[src/rtl/sd_pkg.sv]
// Shared definitions for the SD command path: FSM encoding, frame geometry, CRC7 step.
package sd_pkg;

  localparam int unsigned FRAME_BITS   = 48;
  localparam int unsigned CRC_BITS     = 7;
  localparam int unsigned PAYLOAD_BITS = 40;
  localparam int unsigned CNT_W        = $clog2(FRAME_BITS);

  localparam logic [CRC_BITS-1:0] CRC7_POLY = 7'h09;

  typedef enum logic [2:0] {
    ST_IDLE,
    ST_SEND,
    ST_CRC,
    ST_STOP,
    ST_GAP,
    ST_FIN
  } sd_tx_state_e;

  // Start bit, transmission bit, index and argument in frame order, MSB first.
  typedef struct packed {
    logic        start_bit;
    logic        tx_bit;
    logic [5:0]  index;
    logic [31:0] arg;
  } sd_cmd_payload_t;

  // One serial CRC7 update (x^7 + x^3 + 1).
  function automatic logic [CRC_BITS-1:0] crc7_step(input logic [CRC_BITS-1:0] crc,
                                                    input logic                b);
    logic fb;
    fb = crc[CRC_BITS-1] ^ b;
    return {crc[CRC_BITS-2:0], 1'b0} ^ (fb ? CRC7_POLY : '0);
  endfunction

endpackage

[src/rtl/crc7_serial.sv]
// Bit-serial CRC7 with a shift-out mode; the register itself is the output path,
// so the same block can check CRC per bit on the response side.
module crc7_serial
  import sd_pkg::*;
(
  input  logic                clk,
  input  logic                reset,
  input  logic                clear,
  input  logic                en,
  input  logic                bit_in,
  input  logic                shift_out,
  output logic [CRC_BITS-1:0] crc
);

  logic [CRC_BITS-1:0] crc_q;

  always_ff @(posedge clk or posedge reset) begin
    if (reset) begin
      crc_q <= '0;
    end else if (clear) begin
      crc_q <= '0;
    end else if (shift_out) begin
      crc_q <= {crc_q[CRC_BITS-2:0], 1'b0};
    end else if (en) begin
      crc_q <= crc7_step(crc_q, bit_in);
    end
  end

  assign crc = crc_q;

endmodule

[src/rtl/sd_cmd_transmit.sv]
// SD CMD-line transmitter: serializes a 48-bit command frame with on-the-fly CRC7.
// Define SD_TX_NCC_GAP_EN to hold NCC_CYCLES idle cycles between the end bit and done.
module sd_cmd_transmit
  import sd_pkg::*;
#(
  parameter int unsigned NCC_CYCLES = 8
) (
  input  logic        sd_clk,
  input  logic        reset,
  input  logic        start,
  input  logic [5:0]  cmd_index,
  input  logic [31:0] cmd_arg,
  output logic        sd_cmd_out,
  output logic        sd_cmd_oe,
  output logic        busy,
  output logic        done
);

`ifdef SD_TX_NCC_GAP_EN
  localparam int unsigned GAP_EN = 1;
`else
  localparam int unsigned GAP_EN = 0;
`endif

  localparam int unsigned GAP_CYCLES = NCC_CYCLES * GAP_EN;
  localparam int unsigned GAP_W      = (NCC_CYCLES > 1) ? $clog2(NCC_CYCLES) : 1;
  localparam int unsigned SR_MSB     = PAYLOAD_BITS - 1;

  sd_tx_state_e              state_q;
  logic [PAYLOAD_BITS-1:0]   shreg_q;
  logic [CNT_W-1:0]          cnt_q;
  logic [GAP_W-1:0]          gap_q;
  logic                      out_q;
  logic                      oe_q;
  logic                      busy_q;
  logic                      done_q;

  sd_cmd_payload_t           payload;
  logic [CRC_BITS-1:0]       crc_w;
  logic                      crc_low_unused;
  logic                      crc_clear;
  logic                      crc_en;
  logic                      crc_shift;

  assign payload.start_bit = 1'b0;
  assign payload.tx_bit    = 1'b1;
  assign payload.index     = cmd_index;
  assign payload.arg       = cmd_arg;

  // CRC accumulates exactly the bits being driven during SEND, then shifts itself out.
  assign crc_clear = (state_q == ST_IDLE) && start;
  assign crc_en    = (state_q == ST_SEND);
  assign crc_shift = (state_q == ST_CRC);

  crc7_serial u_crc (
    .clk       (sd_clk),
    .reset     (reset),
    .clear     (crc_clear),
    .en        (crc_en),
    .bit_in    (shreg_q[SR_MSB]),
    .shift_out (crc_shift),
    .crc       (crc_w)
  );

  assign crc_low_unused = ^crc_w[CRC_BITS-2:0];

  always_ff @(posedge sd_clk or posedge reset) begin
    if (reset) begin
      state_q <= ST_IDLE;
      shreg_q <= '0;
      cnt_q   <= '0;
      gap_q   <= '0;
      out_q   <= 1'b1;
      oe_q    <= 1'b0;
      busy_q  <= 1'b0;
      done_q  <= 1'b0;
    end else begin
      done_q <= 1'b0;
      case (state_q)
        ST_IDLE: begin
          out_q  <= 1'b1;
          oe_q   <= 1'b0;
          busy_q <= 1'b0;
          if (start) begin
            shreg_q <= payload;
            cnt_q   <= '0;
            state_q <= ST_SEND;
          end
        end
        ST_SEND: begin
          out_q   <= shreg_q[SR_MSB];
          oe_q    <= 1'b1;
          busy_q  <= 1'b1;
          shreg_q <= {shreg_q[SR_MSB-1:0], 1'b0};
          cnt_q   <= cnt_q + CNT_W'(1);
          if (cnt_q == CNT_W'(PAYLOAD_BITS - 1)) state_q <= ST_CRC;
        end
        ST_CRC: begin
          out_q  <= crc_w[CRC_BITS-1];
          oe_q   <= 1'b1;
          busy_q <= 1'b1;
          cnt_q  <= cnt_q + CNT_W'(1);
          if (cnt_q == CNT_W'(PAYLOAD_BITS + CRC_BITS - 1)) state_q <= ST_STOP;
        end
        ST_STOP: begin
          out_q   <= 1'b1;
          oe_q    <= 1'b1;
          busy_q  <= 1'b1;
          gap_q   <= '0;
          state_q <= (GAP_CYCLES != 0) ? ST_GAP : ST_FIN;
        end
        // Line released but block still busy, so the controller waits out Ncc.
        ST_GAP: begin
          out_q  <= 1'b1;
          oe_q   <= 1'b0;
          busy_q <= 1'b1;
          gap_q  <= gap_q + GAP_W'(1);
          if (32'(gap_q) + 32'd1 >= GAP_CYCLES) state_q <= ST_FIN;
        end
        ST_FIN: begin
          out_q   <= 1'b1;
          oe_q    <= 1'b0;
          busy_q  <= 1'b1;
          done_q  <= 1'b1;
          state_q <= ST_IDLE;
        end
        default: begin
          out_q   <= 1'b1;
          oe_q    <= 1'b0;
          busy_q  <= 1'b0;
          state_q <= ST_IDLE;
        end
      endcase
    end
  end

  assign sd_cmd_out = out_q;
  assign sd_cmd_oe  = oe_q;
  assign busy       = busy_q;
  assign done       = done_q;

endmodule
[config.mk]
export PLATFORM = sky130hd
export DESIGN_NAME = sd_cmd_transmit
export DESIGN_NICKNAME = d
export VERILOG_FILES = /design/src/rtl/sd_pkg.sv /design/src/rtl/crc7_serial.sv /design/src/rtl/sd_cmd_transmit.sv
export SDC_FILE = /design/constraint.sdc
export NUM_CORES = 1
export LEC_CHECK = 0
export CAP_MARGIN = 20
export CORE_MARGIN = 8
export CORE_UTILIZATION = 57
export CTS_CLUSTER_DIAMETER = 40
export CTS_CLUSTER_SIZE = 28
export DETAILED_ROUTE_END_ITERATION = 6
export GPL_TIMING_DRIVEN = 0
export PLACE_DENSITY = 0.84
export SETUP_SLACK_MARGIN = 0.4
export SYNTH_ARGS = -nofsm -noshare
export SYNTH_HDL_FRONTEND = slang
export SYNTH_SLANG_ARGS = --single-unit
[constraint.sdc]
create_clock -name sd_clk -period 3.9 [get_ports sd_clk]
set_input_delay 0.975 -clock sd_clk [delete_from_list [all_inputs] [get_ports sd_clk]]
set_output_delay 0.975 -clock sd_clk [all_outputs]
set_load 0.01 [all_outputs]
---- Word level (Yosys, flattened, before mapping) ----
Cells that the tools add are included.
word-level totals
  logic and storage cells ................. 56
  output and inout bits ................... 4
  register bits after elaboration ......... 63
  input bits .............................. 41
cells by class
  add/sub/neg operators ................... 3
  eq/ne operators ......................... 11
  reduce and logical (&&, ||, !) cells .... 12
  magnitude comparators ................... 1
  bitwise gates (word level) .............. 2
  multiplexer cells ....................... 18
operators with widths
  cell                   count
  $pmux W40 S2           1
  $mux W40               1
  $mux W7                3
  $pmux W3 S5            1
  $eq A6 B6 Y1 const B   2
  $mux W3                4
  $pmux W6 S2            1
  $xor A7 B7 Y7          1
  $add A6 B1 Y6 const B  1
  $eq A3 B2 Y1 const B   2
  $eq A3 B3 Y1 const B   2
  $mux W6                1
  $pmux W3 S2            1
  $reduce_bool A2 Y1     3
  $reduce_or A5 Y1       1
  $add A3 B1 Y4 const B  1
  $ge A4 B1 Y1 const B   1
  $mux W4                1
  $ne A2 B1 Y1 const B   2
  $ne A2 B2 Y1 const B   2
  $reduce_and A2 Y1      2
  $reduce_and A4 Y1      1
  $add A3 B1 Y3 const B  1
  $eq A3 B1 Y1 const B   1
  other kinds (8)        10

---- Depth between registers and ports, before layout ----
  word-level depth ........................ 6
  mapped depth ............................ 5
  mapped depth without buffers ............ 5

---- Hierarchy ----
Synthesis repeated with hierarchy kept, for this count alone.
second synthesis, totals
  cell total of the unflattened synthesis .. 297
  area, all modules ....................... 2,894.0 sq um
by module, submodules not included
  module           cells an instance  area each (sq um)  times used  sequential area each (sq um)
  sd_cmd_transmit  262                2,562.5            1           1,327.5
  crc7_serial      35                 331.6              1           175.2

---- Least setup slack after synthesis ----
Ideal clock, no wire load.
  path type ............................... input port to flip-flop
  from .................................... in start
  to ...................................... reg shreg_q[2]
  buffers on the path ..................... 1
  library setup time ...................... 125 ps
  stages .................................. 4
  arrival time ............................ 1,764 ps
  path slack .............................. 2,010 ps
  required time ........................... 3,775 ps
  cell sequence ........................... nor4b_4 -> buf_6 -> mux2i_1 -> o21ai_2
between the ends
  longest elaborated chain between the ends .. 2
ends and longest elaborated chain
  what                                line                   RTL
  from (decl)                         sd_cmd_transmit.sv:10  input logic start,
  $ne A2 B2 Y1 (no source line)       --
  $reduce_and A2 Y1 (no source line)  --
  to (signal assigned)                sd_cmd_transmit.sv:85  shreg_q <= payload;
  to (signal assigned)                sd_cmd_transmit.sv:94  shreg_q <= {shreg_q[SR_MSB-1:0], 1'b0};
  to (decl)                           sd_cmd_transmit.sv:30  logic [PAYLOAD_BITS-1:0] shreg_q;
Every way passes these cells.
A chain may end at the register's enable or synchronous reset.

---- Final worst setup path ----
  from .................................... reg out_q, in the netlist sd_cmd_out
  to ...................................... out sd_cmd_out
RTL lines
  what                    line                   RTL
  from (decl)             sd_cmd_transmit.sv:33  logic out_q;
  from (signal assigned)  sd_cmd_transmit.sv:91  out_q <= shreg_q[SR_MSB];
  from (signal assigned)  sd_cmd_transmit.sv:99  out_q <= crc_w[CRC_BITS-1];
  to (decl)               sd_cmd_transmit.sv:13  output logic sd_cmd_out,
No word-level cell between the ends.

==> impl_metrics.csv <==
group,metric,value,unit
worst_hold_path,holdPathEnd,"shreg_q[31]",
route,drc_errors,0,
floorplanning,die_area,0.007565,mm^2
route,wl_per_cell,14.67,um
clock_tree,clkLatencyLatePin,0.33,ns
cells_and_area,nets,360,
worst_setup_path,worst_r2r_startpoint,"state_q[1]",
clock_tree,cts_tree,"built",
power,irDropWorstVdd,0.4057,mV
placement,hpwlAfterDp,4.096,mm
route,wl,5.737,mm
placement,gp_congestion,0.8831,
route,via_per_inst,5.450,
floorplanning,die_h,86.98,um
worst_setup_path,r2r_slack,2.22,ns
logic_synthesis,async_flop_share,1.000,
global_routing,grt_max_degree,35,
worst_hold_path,hold_path.startpoint,"shreg_q[30]",
logic_synthesis,synth_edf_count,0,
sta,rsz0062_at_grt,"no",
logic_synthesis,synth-compound-area-share,0.1512,
clock_tree,clk_pin_slew_worst_paths,0.06,ns
logic_synthesis,synth_mux_area_frac,0.1364,
sta,worst_clock_skew,0.009057,ns
sta,fmax,428.8,MHz
clock_tree,postCtsSetupRepairBufs,0,
floorplanning,die_x,86.98,um
logic_synthesis,synthCells,261,
worst_setup_path,cp.required,2.92,ns
worst_setup_path,worstReg2RegEnd,"shreg_q[39]",
clock_tree,numCtsBuffers,9,
sta,max-slew-margin-rel,0.5293,
sta,drv_slew,0,
sta,setup_viol,0,
sta,hold_violations,0,
worst_hold_path,whs_path_depth,2,
worst_setup_path,critical_path.top_delay_family,"buffers and inverters",
clock_tree,cts_max_level,3,
worst_setup_path,crit_buf_inv,1,
route,firstDrtPassIters,4,
global_routing,grt_pass1_vias,2080,
worst_hold_path,hold_path.class,"reg2reg",
worst_setup_path,r2r_cells,4,
logic_synthesis,ys_types,39,
placement,io_buffers,44,
clock_tree,cts-root-buf,"clkbuf_8",
worst_setup_path,slowest_stage,"clkdlybuf4s50_1",
logic_synthesis,synth_top_family_by_area,"compound AO/OA/AOI/OAI gates",
clock_tree,clk_path_buf_depth,2,
route,vias,2131,
sta,tightest_slew,0.7050,ns
logic_synthesis,ys_seq_area_frac,0.5233,
logic_synthesis,syn_avg_cell_area,11.00,um^2
logic_synthesis,yosys-top-cells-area,"dfrtp_1 51%, mux2i_1 13%, nand2_1 5.5%",
status,status,"complete, no violations",
clock_tree,cts_hold_buf,0,
worst_setup_path,criticalPathCategory,"reg2out",
sta,final.period_utilization,0.5980,
logic_synthesis,ys.flop_type,"dfrtp_1",
worst_setup_path,end_kind,"output port",
floorplanning,core-area,0.004977,mm^2
worst_setup_path,crit_fanout,1,
power,power_density,628.2,mW/mm^2
logic_synthesis,netlist_area,0.002872,mm^2
logic_synthesis,synth-simple-area-share,0.1207,
clock_tree,clock_sinks,60,
route,first_iter_violations,129,
logic_synthesis,syn_nets,304,
logic_synthesis,synthTopCellsByCount,"59 x dfrtp_1, 42 x nand2_1, 38 x mux2i_1, 29 x o21ai_1",
cells_and_area,drive_above_1_share,0.1464,
logic_synthesis,synth_seq_cells,60,
cells_and_area,syn2layout_area_growth,24.97,%
worst_setup_path,max_stage_delay,0.52,ns
power,p_leak,1.462,nW
global_routing,grt_overflow,0,
global_routing,grt_pass1_wl,9.611,mm
worst_setup_path,crit_chain,"clkdlybuf4s50_1",
flow_run,cap_violations,0,
logic_synthesis,yosysTopAreaCell,"dfrtp_1",
logic_synthesis,netlist.area_leader.share,0.5142,
floorplanning,start_util,0.5769,
worst_setup_path,arrival,1.36,ns
route,ant_nets,0,
floorplanning,num_rows,26,
sta,setup_tns,0,ns
global_routing,grt.total_usage,0.1614,
logic_synthesis,synthXorXnorAreaFrac,0.01220,
logic_synthesis,yosysMostFrequentCell,"dfrtp_1",
cells_and_area,n_antenna_cell,0,
floorplanning,pin_count,45,
global_routing,antenna_found_initial,0,
power,fin_total_pwr,2.254,mW
sta,hold_ws,0.4760,ns
worst_setup_path,critPathLaunchType,"flop",
sta,fin_crit,2.332,ns
clock_tree,ctsResizeCount,0,
logic_synthesis,yosysWarnings,0,
logic_synthesis,synthAdderAreaFrac,0.008715,
==> through the flow <==
step,setup slack [ns],utilization,std cells,area [um^2]
CTS,1.556,0.7210,391,3588
finish,1.568,0.7210,391,3588
global route,1.532,0.7210,391,3588
detailed placement,1.283,0.6870,376,3420
floorplan,1.442,-,261,2872
global placement,0.3963,0.6830,375,3400
==> layout by cell type (no fill, tap or decap), types with 2 or more instances in the layout <==
cell type / synthesis / final
nor2_1: 6 / 6
clkdlybuf4s50_1: 0 / 44
buf_2: 7 / 7
a21oi_2: 2 / 2
o21ai_0: 2 / 2
mux2i_1: 38 / 38
o21ai_2: 9 / 9
clkinv_2: 0 / 2
nand2_1: 42 / 42
a21oi_1: 3 / 3
a221o_1: 2 / 2
o21ai_1: 29 / 29
nand3_1: 5 / 5
clkbuf_8: 0 / 11
nand3b_1: 2 / 2
clkbuf_1: 4 / 6
a22o_1: 9 / 9
buf_6: 6 / 6
nand2b_1: 3 / 3
inv_1: 5 / 4
nor3_1: 5 / 5
ha_1: 2 / 2
xor2_1: 3 / 3
dfrtp_1: 59 / 59
==> worst max-delay path by stage <==
| stage | startpoint | endpoint | slack [ns] | depth (start not counted) |
|---|---|---|---|---|
| floorplan | reset | busy | 1.44 | 1 |
| global placement | reset | cnt_q[5] | 0.40 | 2 |
| detailed placement | start | shreg_q[33] | 1.28 | 5 |
| CTS | sd_cmd_out | sd_cmd_out | 1.56 | 1 |
| global route | sd_cmd_out | sd_cmd_out | 1.53 | 1 |
| finish | sd_cmd_out | sd_cmd_out | 1.57 | 1 |
==> sequential cells by signal (all words and copies together), names as in the netlist <==
| register | count |
|---|---|
| sd_cmd_oe | 1 |
| cnt_q | 6 |
| done | 1 |
| u_crc.crc | 7 |
| busy | 1 |
| state_q | 3 |
| sd_cmd_out | 1 |
| shreg_q | 40 |
==> area by class of cell <==
cell class | count | area, um^2
Timing Repair Buffer | 45 | 460.4
Multi-Input combinational cell | 179 | 1232
Tap cell | 70 | 87.58
Fill cell | 360 | 1389
Inverter | 5 | 18.77
Buffer | 17 | 117.6
Clock buffer | 13 | 158.9
Clock inverter | 2 | 10.01
Sequential cell | 60 | 1503
==> per-layer routing <==
| layer | up-vias | part of all wire | global-route usage |
|---|---|---|---|
| li1 | 1036 | - | - |
| met1 | 1018 | 0.47 | 0.2112 |
| met2 | 67 | 0.45 | 0.2366 |
| met3 | 10 | 0.072 | 0.05566 |
| met4 | 0 | 0.015 | 0.06729 |
| met5 | - | 0 | 0 |
==> where the power goes <==
part,leakage [nW],switching (mW),internal (mW),total [mW]
Clock,0.0893,0.224,0.260,0.484
Sequential,0.791,0.143,0.839,0.982
Combinational,0.582,0.411,0.377,0.788
Total,1.46,0.778,1.48,2.25
==> logic make-up after synthesis <==
group	Yosys count
muxes	39
DFF	60
and+or+nand+nor	70
buffers and inverters	22
adders and majority gates	2
xor gates and xnor gates	4
AOI/OAI and AO/OA	64
(Power assumes the default switching activity.)
